**config.mk**
```make
export PLATFORM = sky130hd
export DESIGN_NAME = ppt_pulse_sequencer
export DESIGN_NICKNAME = d
export VERILOG_FILES = /design/src/rtl/ppt_pkg.sv /design/src/rtl/ppt_prescaler.sv /design/src/rtl/ppt_pulse_sequencer.sv
export SDC_FILE = /design/constraint.sdc
export NUM_CORES = 1
export LEC_CHECK = 0
export ABC_CLOCK_PERIOD_IN_PS = 4800
export CAP_MARGIN = 20
export CELL_PAD_IN_SITES_DETAIL_PLACEMENT = 1
export CELL_PAD_IN_SITES_GLOBAL_PLACEMENT = 1
export CORE_MARGIN = 2
export CORE_UTILIZATION = 40
export DETAILED_ROUTE_END_ITERATION = 12
export GPL_ROUTABILITY_DRIVEN = 0
export PLACE_DENSITY = 0.77
export SLEW_MARGIN = 10
export SYNTH_ARGS = -nofsm -noshare
export SYNTH_HDL_FRONTEND = slang
export SYNTH_HIERARCHICAL = 1
export SYNTH_SLANG_ARGS = --single-unit
```
**constraint.sdc**
```tcl
create_clock -name clk -period 4.8 [get_ports clk]
set_input_delay 0.72 -clock clk [delete_from_list [all_inputs] [get_ports clk]]
set_output_delay 0.72 -clock clk [all_outputs]
set_load 0.02 [all_outputs]
```
**src/rtl/ppt_pkg.sv**
```systemverilog
// Shared definitions for the PPT pulse sequencer and the register block that configures it.
package ppt_pkg;

    localparam int CNT_W = 16;
    localparam int DIV_W = 5;

    typedef enum logic [1:0] {
        IDLE = 2'd0,
        HIGH = 2'd1,
        LOW  = 2'd2,
        DONE = 2'd3
    } ppt_state_t;

    // Power-on register values: 32.768 kHz / 2^10 = 32 Hz tick, one-tick pulse every 4 s.
    localparam logic [DIV_W-1:0] CLK_DIV = 5'd9;
    localparam logic [CNT_W-1:0] PERIOD  = 16'd128;
    localparam logic [CNT_W-1:0] WIDTH   = 16'd1;
    localparam logic [CNT_W-1:0] COUNT   = 16'd16;

endpackage

```
**src/rtl/ppt_prescaler.sv**
```systemverilog
// Free-running 32-bit prescaler; tick pulses once every 2^(clk_div+1) clocks after a clear.
module ppt_prescaler
    import ppt_pkg::*;
#(
    parameter int DIV_W_P = DIV_W
) (
    input  logic               clk,
    input  logic               rstn,
    input  logic               clr,
    input  logic [DIV_W_P-1:0] clk_div,
    output logic               tick
);

    logic [31:0] cnt;
    logic [32:0] mask_wide;
    logic [31:0] mask;

    // A 33-bit shift keeps clk_div=31 (full 32-bit mask) from overflowing.
    assign mask_wide = (33'd1 << ({1'b0, clk_div} + 1'b1)) - 33'd1;
    assign mask      = mask_wide[31:0];
    assign tick      = ((cnt & mask) == mask);

    always_ff @(posedge clk or negedge rstn) begin
        if (!rstn) begin
            cnt <= '0;
        end else if (clr) begin
            cnt <= '0;
        end else begin
            cnt <= cnt + 32'd1;
        end
    end

endmodule

```
**src/rtl/ppt_pulse_sequencer.sv**
```systemverilog
// PPT firing-line sequencer: count pulses of width ticks every period ticks.
// Optional macro PPT_CONTINUOUS_MODE_EN makes count==0 fire until run_ppt falls.
module ppt_pulse_sequencer
    import ppt_pkg::*;
(
    input  logic             clk,
    input  logic             rstn,
    input  logic [DIV_W-1:0] clk_div,
    input  logic [CNT_W-1:0] period,
    input  logic [CNT_W-1:0] width,
    input  logic [CNT_W-1:0] count,
    input  logic             run_ppt,
    output logic [CNT_W-1:0] count_done,
    output logic             done,
    output logic             ppt_out,
    output logic             busy
);

    ppt_state_t       state;
    logic             run_q;
    logic             run_armed;
    logic [DIV_W-1:0] div_s;
    logic [CNT_W-1:0] period_s;
    logic [CNT_W-1:0] width_s;
    logic [CNT_W-1:0] count_s;
    logic [CNT_W-1:0] t;

    logic             tick;
    logic             start_ok;
    logic             start_to_done;
    logic             wrap_ok;
    logic [CNT_W-1:0] period_eff;
    logic [CNT_W-1:0] t_inc;
    logic             period_end;
    logic             last_pulse;
    logic [CNT_W-1:0] cd_next;

    // run_armed blocks a start when run_ppt is already high as reset releases.
    assign start_ok   = run_ppt && !run_q && run_armed && (state == IDLE || state == DONE);
    assign period_eff = (period_s == '0) ? CNT_W'(1) : period_s;
    assign t_inc      = t + CNT_W'(1);
    assign period_end = (t_inc == period_eff);
    assign last_pulse = (count_s != '0) && (count_done == count_s - CNT_W'(1));
    assign cd_next    = (count_done == '1 && !wrap_ok) ? count_done : count_done + CNT_W'(1);

`ifdef PPT_CONTINUOUS_MODE_EN
    assign start_to_done = 1'b0;
    assign wrap_ok       = (count_s == '0);
`else
    assign start_to_done = (count == '0);
    assign wrap_ok       = 1'b0;
`endif

    ppt_prescaler #(
        .DIV_W_P (DIV_W)
    ) u_prescaler (
        .clk     (clk),
        .rstn    (rstn),
        .clr     (start_ok),
        .clk_div (div_s),
        .tick    (tick)
    );

    always_ff @(posedge clk or negedge rstn) begin
        if (!rstn) begin
            state      <= IDLE;
            run_q      <= 1'b0;
            run_armed  <= 1'b0;
            div_s      <= '0;
            period_s   <= '0;
            width_s    <= '0;
            count_s    <= '0;
            t          <= '0;
            count_done <= '0;
            done       <= 1'b0;
            ppt_out    <= 1'b0;
            busy       <= 1'b0;
        end else begin
            run_q <= run_ppt;
            if (!run_ppt) begin
                run_armed <= 1'b1;
            end

            if (start_ok) begin
                div_s      <= clk_div;
                period_s   <= period;
                width_s    <= width;
                count_s    <= count;
                t          <= '0;
                count_done <= '0;
                if (start_to_done) begin
                    state   <= DONE;
                    done    <= 1'b1;
                    ppt_out <= 1'b0;
                    busy    <= 1'b0;
                end else begin
                    state   <= (width == '0) ? LOW : HIGH;
                    done    <= 1'b0;
                    ppt_out <= (width != '0);
                    busy    <= 1'b1;
                end
            end else begin
                case (state)
                    HIGH, LOW: begin
                        if (!run_ppt) begin
                            state   <= IDLE;
                            ppt_out <= 1'b0;
                            busy    <= 1'b0;
                            done    <= 1'b0;
                        end else if (tick) begin
                            // Period end is checked first so width>=period holds the line high.
                            if (period_end) begin
                                t          <= '0;
                                count_done <= cd_next;
                                if (last_pulse) begin
                                    state   <= DONE;
                                    done    <= 1'b1;
                                    ppt_out <= 1'b0;
                                    busy    <= 1'b0;
                                end else begin
                                    state   <= (width_s == '0) ? LOW : HIGH;
                                    ppt_out <= (width_s != '0);
                                end
                            end else if (state == HIGH && t_inc == width_s) begin
                                t       <= t_inc;
                                state   <= LOW;
                                ppt_out <= 1'b0;
                            end else begin
                                t <= t_inc;
                            end
                        end
                    end
                    DONE: begin
                        if (!run_ppt) begin
                            state <= IDLE;
                            done  <= 1'b0;
                        end
                    end
                    default: begin
                        ppt_out <= 1'b0;
                        busy    <= 1'b0;
                        done    <= 1'b0;
                    end
                endcase
            end
        end
    end

endmodule

```
== Word level (Yosys, flattened, before mapping) ==
Index checks and enable logic that the tools add are counted.

* Add/sub/neg operators: 6
* Multiply operators: 0
* Div/mod/pow operators: 0
* Magnitude comparators: 0
* Equality and inequality tests: 15
* Shifts and indexed selects: 1
* Muxes and demuxes: 47
* Bitwise logic cells: 1
* Reduce and logical (&&, ||, !) cells: 27

{| class="wikitable"
|+ Operators with widths
! kind !! number
|-
| 2-to-1 mux 16 bit || 12
|-
| zero test 16 bit || 4
|-
| equality test 16 bit || 3
|-
| nonzero test 16 bit || 3
|-
| adder 16 x 1 -> 16 bit (second input constant) || 2
|-
| adder 32 x 1 -> 32 bit (second input constant) || 1
|-
| AND 32 bit || 1
|-
| equality test 32 bit || 1
|-
| 2-to-1 mux 32 bit || 1
|-
| << shifter 1 x 6 -> 32 bit (first input constant) || 1
|-
| subtractor 32 x 1 -> 32 bit (second input constant) || 1
|-
| 2-to-1 mux 1 bit || 20
|-
| 2-to-1 mux 2 bit || 10
|-
| equality test 16 bit (second input constant) || 1
|-
| subtractor 16 x 1 -> 16 bit (second input constant) || 1
|-
| inequality test 4 bit (second input constant) || 3
|-
| AND reduction 4 bit || 3
|-
| nonzero test 2 bit || 4
|-
| adder 5 x 1 -> 6 bit (second input constant) || 1
|-
| one-hot mux 1 bit (2 select lines) || 3
|-
| AND reduction 3 bit || 2
|-
| logical AND 1 bit || 5
|-
| inequality test 5 bit (second input constant) || 1
|-
| AND reduction 5 bit || 1
|-
| 10 further kinds || 12
|}

* Register bits after elaboration: 124
* Latch bits: 0
* Bits in writable memories: 0
* Memory bits (read-only): 0
* Input port bits: 56
* Output and inout port bits: 19
* Logic and storage cells: 110
* Memories kept: 0

== Logic depth before layout (Yosys ltp) ==
* Depth in word-level cells: 9
* Mapped depth: 19
* Mapped depth without buffers: 15

== Hierarchy ==
The synthesis kept the hierarchy.

{| class="wikitable"
|+ By module, submodules not included
! module !! times used !! cells each !! area each (um^2) !! seq. area each (um^2)
|-
| ppt_pulse_sequencer || 1 || 690 || 5952.0 || 2302.2
|-
| ppt_prescaler || 1 || 288 || 2323.5 || 800.8
|}

== Least setup slack after synthesis ==
OpenSTA, ideal clock, no wires.

* Path kind: reg2reg
* Start: register div_s[2]
* End: register count_done[7]
* Setup time: 0.079 ns
* Data arrival time: 3.599 ns
* Slack: 1.121 ns
* Stages on the path, launching flop included: 19
* Buffers on the path: 4
* Cell sequence: dfrtp_1 or2_1 clkbuf_1 nor3_1 inv_1 ha_1 buf_2 nor3b_1 a31o_1 a2111oi_2 nand4_1 nor3_1 and4bb_1 nand2_1 a31o_2 clkbuf_1 buf_1 nor3_1 mux2i_1

* Cells in the longest elaborated chain, start to end: 7

{| class="wikitable"
|+ RTL lines
! what !! line !! text
|-
| start, declared || ppt_pulse_sequencer.sv:22 || <nowiki>logic [DIV_W-1:0] div_s;</nowiki>
|-
| start signal, assigned || ppt_pulse_sequencer.sv:85 || <nowiki>div_s <= clk_div;</nowiki>
|-
| adder 5 x 1 -> 6 bit * || ppt_prescaler.sv:19 || <nowiki>assign mask_wide = (33'd1 << ({1'b0, clk_div} + 1'b1)) - 33'd1;</nowiki>
|-
| << shifter 1 x 6 -> 32 bit * || ppt_prescaler.sv:19 ||
|-
| subtractor 32 x 1 -> 32 bit * || ppt_prescaler.sv:19 ||
|-
| AND 32 bit || ppt_prescaler.sv:21 || <nowiki>assign tick = ((cnt & mask) == mask);</nowiki>
|-
| equality test 32 bit * || ppt_prescaler.sv:21 ||
|-
| via tick || ppt_pulse_sequencer.sv:28 || <nowiki>logic tick;</nowiki>
|-
| nonzero test 2 bit (no source line) * || -- ||
|-
| AND reduction 5 bit (no source line) * || -- ||
|-
| end signal, assigned || ppt_pulse_sequencer.sv:114 || <nowiki>count_done <= cd_next;</nowiki>
|-
| end, declared || ppt_pulse_sequencer.sv:13 || <nowiki>output logic [CNT_W-1:0] count_done,</nowiki>
|}

Mark *: on every way through the listed nets, which the timed path passes. The rest lies on a longest branch.
A chain may end at the register's enable or synchronous reset.

== Worst setup path in the final report ==
* Start: register div_s[2]
* End: register count_done[13]

Same word-level chain as after synthesis.

==> impl_metrics.json <==
{
  "tightest_slew_ps": 921,
  "path_max_fanout": 21,
  "post-route-drc-count": 0,
  "clock-skew-final_ps": 8.34,
  "crit_path_top_delay_cell": "or4_1",
  "cts_buffers": 17,
  "p_leak_nw": 4.00,
  "ys_ff_latch": 124,
  "final_common_cell": "nand2_1",
  "htreeDepth": 4,
  "setup_viol": 0,
  "rows": 52,
  "grt_pass1_wl_um": 40800,
  "cts_buffer_depth": 2,
  "wl_met2_um": 11900,
  "vias": 7517,
  "hold_buffers": 0,
  "drt_iter0_markers": 568,
  "syn_area_um2": 8280,
  "wl_met1_um": 11600,
  "slew_violations": 0,
  "cp.depth": 14,
  "timing.rr.end": "count_done[13]",
  "cts_tree": "built",
  "rrSetupSlack_ps": 550,
  "dp.cells": 1265,
  "status": "complete, no violations",
  "regToRegStartpoint": "div_s[2]",
  "pin_count": 75,
  "regArea_um2": 3100,
  "yosysTopAreaCellShare": 0.375,
  "dieArea_um2": 21900,
  "vias_per_cell": 5.80,
  "hold_viol": 0,
  "dr_wl_met3_um": 748,
  "post-route-min-period_ps": 4250,
  "switching_share": 0.398,
  "pwr-share-clk": 0.268,
  "cts.sinks": 124,
  "die_w_um": 148,
  "p_comb_frac": 0.381,
  "max_freq_mhz": 235,
  "p_int_w": 0.00286,
  "fin_crit_sh": 0.885,
  "clkTransAtPathRegs_ps": 50,
  "nets": 1078,
  "avgSynthCellArea_um2": 8.46,
  "antenna_found_initial": 0,
  "async_flop_share": 1.00,
  "n_antenna_cell": 0,
  "p_seq_frac": 0.351,
  "synth_cells": 978,
  "slew_headroom": 0.386,
  "synthFlopType": "dfrtp_1",
  "path_delay_family": "simple AND/OR/NAND/NOR gates",
  "cts_resized": 0,
  "synth_edf_count": 0,
  "die_y_um": 148,
  "p_switching_w": 0.00189,
  "dr.max_layer_used": "met4",
  "root_buffer": "clkbuf_16",
  "start_kind": "flop",
  "layout.cells.non_filler": 1296,
  "cap_violations": 0,
  "post_cts_buffers": 0,
  "grt_pass1_vias": 7596,
  "port_buffers": 74,
  "grt_usage": 0.234,
  "crit_arrival_ps": 4590,
  "area_growth_syn_to_layout_pct": 17.3,
  "fin_hold_ws_ps": 437,
  "grt_setup_unrepaired": "false",
  "yosysTopAreaCell": "dfrtp_1",
  "endpoint_kind": "flop",
  "reg2reg_depth": 14,
  "synth_warnings": 6,
  "critPathMostFrequentCell": "inv_1",
  "drive_gt1_frac": 0.0712,
  "grt_max_degree": 73,
  "pwr_density_cell_nw_per_um2": 490,
  "layout_common_cells": "nand2_1, dfrtp_1, clkdlybuf4s50_1, nor2_1, xnor2_1",
  "wire_per_inst_um": 19.0,
  "worst-path-buf-inv": 2,
  "hold_path_class": "primary input to asynchronous set/reset pin",
  "initial_core_util": 0.408,
  "grt.overflow.total": 0,
  "syn_nets": 1042,
  "ir_worst_vdd_v": 0.000277,
  "cp_data_required_time_ps": 5140,
  "core_um2": 20300,
  "routed_wl_um": 24700,
  "cpPeakStageDelay_ps": 500,
  "path_cells": "or2_1, nor3_2, inv_1, ha_1, inv_1, a211oi_1, a41oi_1, o2111ai_1, a2111oi_0, and4bb_1, nand2_1, a31o_2, or4_1, a21oi_1",
  "finalSetupTns_ps": 0,
  "netlist_top_cells_area": "dfrtp_1, nand2_1, xnor2_1, xor2_1, xnor3_1",
  "yosysUniqueCellTypes": 85,
  "multiInputGateArea_um2": 4780,
  "path_class": "flop to flop",
  "nFillCells": 2398,
  "drt-pass1-iter-count": 5,
  "ys_seq_area_frac": 0.375,
  "dp_hpwl_um": 17200,
  "worstSkewPairLatency_ps": 430,
  "ant_nets": 0
}
## routing by layer
metal | up-vias | track usage
met5 | - | 0
met2 | 163 | 0.379
met3 | 43 | 0.0336
met1 | 3769 | 0.325
li1 | 3542 | -
met4 | 0 | 0.0738
## logic make-up (layout without fill, tap and decap cells)
family | Yosys count | after routing | synth area share
AO/OA/AOI/OAI | 165 | 165 | 0.137
XOR/XNOR | 82 | 82 | 0.105
adder cells (fa/ha/maj) | 8 | 8 | 0.0121
buffers and inverters | 89 | 137 | 0.0475
flip-flops | 124 | 124 | 0.375
multiplexers | 16 | 16 | 0.0200
other | 1 | 1 | 0.000453
AND/OR/NAND/NOR | 493 | 493 | 0.303
## worst max path at each step
stage	from	to	slack (ps)
final	div_s[2]	count_done[13]	550
after CTS	div_s[2]	count_done[4]	460
after global routing	div_s[2]	count_done[4]	150
after global placement	div_s[2]	count_done[4]	690
after floorplan	div_s[2]	count_done[7]	1120
after detailed placement	div_s[2]	count_done[4]	520
## final cells by class
class,count,share of cell area
Clock buffer,21,0.0475
Timing Repair Buffer,85,0.0846
Tap cell,270,0.0348
Clock inverter,10,0.0121
Sequential cell,124,0.320
Multi-Input combinational cell,765,0.493
Inverter,21,0.00812
## worst reg2reg max path, stage by stage (launching register included)
cell and delay (ps):
dfrtp_1 370, or2_1 320, nor3_2 280, inv_1 90, ha_1 430, inv_1 310
a211oi_1 100, a41oi_1 190, o2111ai_1 140, a2111oi_0 360, and4bb_1 320, nand2_1 190
a31o_2 400, or4_1 510, a21oi_1 150
## through the flow
step	util	cell area (um2)	worst slack (ps)	total power, W
3_3_place_gp	0.449	9120	686	0.00340
6_report	0.478	9700	551	0.00476
5_1_grt	0.478	9700	154	0.00507
3_5_place_dp	0.449	9120	522	0.00345
4_1_cts	0.478	9700	461	0.00476
2_1_floorplan	-	8280	1120	0.00292
## synth_stat cells (12+ instances only)
| master | n |
|---|---|
| nor2_1 | 63 |
| a31oi_1 | 17 |
| inv_1 | 21 |
| xor2_1 | 31 |
| and4_1 | 13 |
| a21oi_1 | 39 |
| nand4_1 | 18 |
| or3_1 | 13 |
| nor4_1 | 30 |
| nand2b_1 | 17 |
| nor3_1 | 23 |
| nand3_1 | 34 |
| xnor2_1 | 40 |
| nand2_1 | 206 |
| buf_2 | 24 |
| clkbuf_1 | 33 |
| dfrtp_1 | 124 |
| mux2i_1 | 12 |
| o21ai_0 | 35 |
## power by group through the flow
stage	combinational [W]	sequential, W	clock [W]
2_1_floorplan	0.00141	0.00152	0
3_3_place_gp	0.00172	0.00167	0
3_5_place_dp	0.00178	0.00168	0
4_1_cts	0.00180	0.00166	0.00130
5_1_grt	0.00202	0.00171	0.00134
6_report	0.00181	0.00167	0.00127
## sequential cells by signal (all words and copies together) (netlist names)
register         count
run_armed            1
u_prescaler/cnt     32
busy                 1
state                2
count_done          16
run_q                1
div_s                5
done                 1
count_s             16
ppt_out              1
t                   16
period_s            16
width_s             16
No activity file was read; power rests on OpenSTA's default activity.
